**src/rtl/unified_mem_arbiter.sv**
```systemverilog
// Arbitrates the CPU instruction-fetch and data channels onto one shared single-port SRAM.
// One request is in flight at a time; each read response is held until the CPU takes it.
module unified_mem_arbiter #(
  parameter int ADDR_WIDTH  = 12,
  parameter int MEM_LATENCY = 1
) (
  input  logic                  clk,
  input  logic                  rst,
  input  logic [31:0]           PC,
  input  logic                  Inst_Req_Valid,
  output logic                  Inst_Req_Ready,
  output logic [31:0]           Instruction,
  output logic                  Inst_Valid,
  input  logic                  Inst_Ready,
  input  logic [31:0]           Address,
  input  logic                  MemWrite,
  input  logic [31:0]           Write_data,
  input  logic [3:0]            Write_strb,
  input  logic                  MemRead,
  output logic                  Mem_Req_Ready,
  output logic [31:0]           Read_data,
  output logic                  Read_data_Valid,
  input  logic                  Read_data_Ready,
  output logic                  mem_en,
  output logic [3:0]            mem_we,
  output logic [ADDR_WIDTH-1:0] mem_addr,
  output logic [31:0]           mem_wdata,
  input  logic [31:0]           mem_rdata,
  output logic [31:0]           busy_cnt
);

  typedef enum logic [1:0] {IDLE, ACCESS, WAIT, RESP} state_t;
  typedef enum logic [1:0] {IREAD, DREAD, DWRITE} req_kind_t;

  localparam logic [2:0] LAST_WAIT = 3'(MEM_LATENCY - 1);

  state_t    state;
  req_kind_t kind;
  logic [2:0] wait_cnt;
  logic data_req;
  logic data_hs;
  logic inst_hs;
  logic resp_hs;
  logic unused_addr_bits;

  // Data requests win over a simultaneous fetch; readiness never looks at the response Ready inputs.
  assign data_req       = MemRead | MemWrite;
  assign Mem_Req_Ready  = (state == IDLE);
  assign Inst_Req_Ready = (state == IDLE) & ~MemRead & ~MemWrite;
  assign data_hs        = data_req & Mem_Req_Ready;
  assign inst_hs        = Inst_Req_Valid & Inst_Req_Ready;
  assign resp_hs        = (Inst_Valid & Inst_Ready) | (Read_data_Valid & Read_data_Ready);

  assign unused_addr_bits = ^{PC[31:ADDR_WIDTH+2], PC[1:0], Address[31:ADDR_WIDTH+2], Address[1:0]};

  always_ff @(posedge clk or posedge rst) begin
    if (rst) begin
      state           <= IDLE;
      kind            <= IREAD;
      wait_cnt        <= '0;
      Instruction     <= '0;
      Inst_Valid      <= 1'b0;
      Read_data       <= '0;
      Read_data_Valid <= 1'b0;
      mem_en          <= 1'b0;
      mem_we          <= '0;
      mem_addr        <= '0;
      mem_wdata       <= '0;
      busy_cnt        <= '0;
    end else begin
      if (state != IDLE)
        busy_cnt <= busy_cnt + 32'd1;

      case (state)
        IDLE: begin
          if (data_hs) begin
            kind     <= MemWrite ? DWRITE : DREAD;
            mem_en   <= 1'b1;
            mem_addr <= Address[ADDR_WIDTH+1:2];
            mem_we   <= MemWrite ? Write_strb : 4'b0000;
            if (MemWrite)
              mem_wdata <= Write_data;
            state <= ACCESS;
          end else if (inst_hs) begin
            kind     <= IREAD;
            mem_en   <= 1'b1;
            mem_addr <= PC[ADDR_WIDTH+1:2];
            mem_we   <= 4'b0000;
            state    <= ACCESS;
          end
        end

        ACCESS: begin
          mem_en   <= 1'b0;
          mem_we   <= 4'b0000;
          wait_cnt <= '0;
          state    <= (kind == DWRITE) ? IDLE : WAIT;
        end

        // The SRAM word is on mem_rdata at the final WAIT edge
        WAIT: begin
          if (wait_cnt == LAST_WAIT) begin
            if (kind == IREAD) begin
              Instruction <= mem_rdata;
              Inst_Valid  <= 1'b1;
            end else begin
              Read_data       <= mem_rdata;
              Read_data_Valid <= 1'b1;
            end
            state <= RESP;
          end else begin
            wait_cnt <= wait_cnt + 3'd1;
          end
        end

        RESP: begin
          if (resp_hs) begin
            Inst_Valid      <= 1'b0;
            Read_data_Valid <= 1'b0;
            state           <= IDLE;
          end
        end

        default: state <= IDLE;
      endcase
    end
  end

endmodule

```
**config.mk**
```make
export PLATFORM = sky130hd
export DESIGN_NAME = unified_mem_arbiter
export DESIGN_NICKNAME = d
export VERILOG_FILES = /design/src/rtl/unified_mem_arbiter.sv
export SDC_FILE = /design/constraint.sdc
export NUM_CORES = 1
export LEC_CHECK = 0
export CORE_MARGIN = 4
export CORE_UTILIZATION = 28
export CTS_CLUSTER_SIZE = 16
export DETAILED_ROUTE_END_ITERATION = 7
export MAX_ROUTING_LAYER = met4
export SLEW_MARGIN = 0
export SYNTH_ARGS = -nofsm -noshare
export SYNTH_HDL_FRONTEND = slang
export SYNTH_SLANG_ARGS = --single-unit
```
**constraint.sdc**
```tcl
create_clock -name clk -period 10.3 [get_ports clk]
set_input_delay 2.575 -clock clk [delete_from_list [all_inputs] [get_ports clk]]
set_output_delay 2.575 -clock clk [all_outputs]
set_load 0.01 [all_outputs]
```
==> results.sh <==
export IMPL_status="finished, final reports clean"
export IMPL_grt_total_usage_pct=13.5
export IMPL_tns_ns=0
export IMPL_rows=54
export IMPL_fin_skew_ns=0.00792
export IMPL_syn_cell_area_mm2=0.00625
export IMPL_ios=288
export IMPL_worst_path_max_fanout=5
export IMPL_antenna_found_initial=0
export IMPL_clockRootBuffer="clkbuf_16"
export IMPL_area_growth_pct=53.9
export IMPL_cts_resized=0
export IMPL_post_cts_buffers=0
export IMPL_worst_pin_slew_ns=0.843
export IMPL_wl_um=16200
export IMPL_slew_headroom_pct=43.8
export IMPL_leakage_nw=3.96
export IMPL_numCtsBuffers=17
export IMPL_hold_buffers=0
export IMPL_crit_type="in2out"
export IMPL_cp_arrival_ns=4.03
export IMPL_wl_per_cell_um=16.3
export IMPL_min_path_type="reg2reg"
export IMPL_via_count=4535
export IMPL_grt_pass1_wl_um=25800
export IMPL_drc_errors=0
export IMPL_max_freq_ghz=0.151
export IMPL_setup_viol=0
export IMPL_synth_edf_count=0
export IMPL_grt_remaining_overflow=0
export IMPL_ys_types=40
export IMPL_drt_iter0_markers=130
export IMPL_ir_worst_vdd_v=0.000118
export IMPL_ys_ff_latch=154
export IMPL_min_path_cells=1
export IMPL_synth_warnings=0
export IMPL_via_per_inst=4.55
export IMPL_rsz0062_at_grt="no"
export IMPL_synth_nets=595
export IMPL_synth_flop_cell="dfrtp_1"
export IMPL_cp_required_ns=7.73
export IMPL_postRouteAntennaNets=0
export IMPL_h_tree_depth=4
export IMPL_finalNetCount=846
export IMPL_worstSetupStartpointType="primary input"
export IMPL_utilization_pct=43.9
export IMPL_cap_viol_max_count=0
export IMPL_reg2reg_depth=7
export IMPL_clock_latency_ns=0.41
export IMPL_clk_pin_slew_ns=0.06
export IMPL_hpwlAfterDp_um=12000
export IMPL_portBuffers=247
export IMPL_gp_congestion=0.779
export IMPL_period_needed_ns=6.60
export IMPL_drv_slew=0
export IMPL_grt_max_degree=94
export IMPL_ys_seq_area_share_pct=61.6
export IMPL_antenna_cells=0
export IMPL_ff2ff_setup_slack_ns=7.95
export IMPL_core_area_mm2=0.0219
export IMPL_clk_path_buf_depth=2
export IMPL_synthCells=453
export IMPL_critPathCaptureType="output pin"
export IMPL_dr_pass1_iters=4
export IMPL_hold_viol_final=0
export IMPL_fp_dieW_um=157
export IMPL_die_height_um=157
export IMPL_grt_pass1_vias=4951
export IMPL_drive_gt1_share_pct=19.5
export IMPL_dieArea_mm2=0.0248
export IMPL_fin_crit_sh_pct=64.1
export IMPL_async_flop_share_pct=100
export IMPL_initial_utilization_pct=28.6
export IMPL_cts_tree="yes"
export IMPL_p_per_area_mw_per_mm2=293
export IMPL_avgSynthCellArea_um2=13.8
export IMPL_register_area_mm2=0.00385
export IMPL_multi_input_area_mm2=0.00227
export IMPL_fill_cells=2018
export IMPL_cts_sinks=154
## cell families (layout without fill, tap and decap cells)
kind of cell    Yosys count  in the layout  synth area share, %
compound gates           38             38                 3.84
xor+xnor                 31             31                 4.34
fa+ha+maj                 3              3                0.600
buf+inv                  30            294                 2.20
flops                   154            154                 61.6
mux                     109            109                 19.4
simple gates             88             88                 7.99
## path summary, 6_finish.rpt
path / from / end
hold reg to reg: busy_cnt[31]$_DFFE_PP0P_ / busy_cnt[31]$_DFFE_PP0P_
setup reg to reg: wait_cnt[0]$_DFFE_PP0P_ / Read_data[29]$_DFFE_PP0P_
setup / recovery: MemWrite / Inst_Req_Ready
hold / removal: busy_cnt[31]$_DFFE_PP0P_ / busy_cnt[31]$_DFFE_PP0P_
max in group asynchronous: rst / Instruction[24]$_DFFE_PP0P_
min in group asynchronous: rst / busy_cnt[19]$_DFFE_PP0P_
## layout by cell type (no fill, tap or decap), types with 2 or more instances in the layout
cell | synthesis | layout
clkdlybuf4s50_1 | 0 | 247
dfrtp_1 | 154 | 154
mux2_2 | 92 | 92
nand2_1 | 27 | 27
xnor2_1 | 21 | 21
o21ai_0 | 19 | 19
clkbuf_16 | 0 | 17
nand3_1 | 15 | 15
mux2i_1 | 12 | 12
inv_1 | 11 | 10
nand4_1 | 10 | 10
xor2_1 | 10 | 10
nor2_1 | 9 | 9
nor3_2 | 9 | 8
a22o_1 | 5 | 5
and3_1 | 5 | 5
mux2_1 | 5 | 5
clkinvlp_4 | 0 | 5
a21oi_1 | 4 | 4
inv_6 | 0 | 4
buf_4 | 2 | 4
and4_1 | 3 | 3
ha_1 | 3 | 3
bufinv_16 | 0 | 3
a21o_1 | 2 | 2
a2bb2oi_1 | 2 | 2
clkbuf_1 | 2 | 2
## state kept, by name (all words and copies together) (netlist names), named ones only
register / cells
kind: 2
mem_wdata: 32
Read_data_Valid: 1
Read_data: 32
Instruction: 32
Inst_Valid: 1
state: 1
busy_cnt: 32
mem_en: 1
wait_cnt: 3
mem_we: 4
mem_addr: 12
## worst max-delay path: stages
cell	delay, ns
clkdlybuf4s50_1	0.47
nor4_1	0.36
clkdlybuf4s50_1	0.61
## per-stage QoR
step | area [um^2] | total power [mW] | hold WS [ns] | std cells | worst slack (ns)
after floorplan | 6250 | 1.55 | 0.467 | 453 | 3.58
after global placement | 9020 | 2.18 | 0.460 | 965 | 3.78
after detailed placement | 9020 | 2.22 | 0.469 | 965 | 3.74
after CTS | 9620 | 2.87 | 0.477 | 997 | 3.71
after global routing | 9620 | 2.99 | 0.503 | 997 | 3.60
final | 9620 | 2.82 | 0.474 | 997 | 3.70
## per-layer routing
metal | global-route usage [%] | part of all wire, %
met1 | 16.1 | 42
met2 | 22.5 | 50
met3 | 4.07 | 6.6
met4 | 3.73 | 1.4
met5 | - | 0
## Yosys cell counts (9+ instances only)
cell     count  area share (%)
buf_2       14             1.1
mux2_2      92              17
xnor2_1     21             2.9
inv_1       11            0.66
mux2i_1     12             1.9
o21ai_0     19             1.5
nand2_1     27             1.6
nand4_1     10             1.0
nor3_2       9             1.4
xor2_1      10             1.4
nand3_1     15             1.2
nor2_1       9            0.54
dfrtp_1    154              62
## cell type report
| type | count | area share (%) |
|---|---|---|
| Sequential cell | 154 | 40.1 |
| Timing Repair Buffer | 251 | 26.0 |
| Multi-Input combinational cell | 269 | 23.6 |
| Clock buffer | 19 | 4.50 |
| Tap cell | 280 | 3.64 |
| Clock inverter | 13 | 1.74 |
| Inverter | 11 | 0.481 |
## power breakdown
group          leakage, nW  internal [mW]  switching (mW)
clock network        0.277          0.384           0.255
registers             1.90          0.860           0.162
logic                 1.79          0.704           0.458
total                 3.96           1.95           0.875
Power figures use the tool's default switching activity.
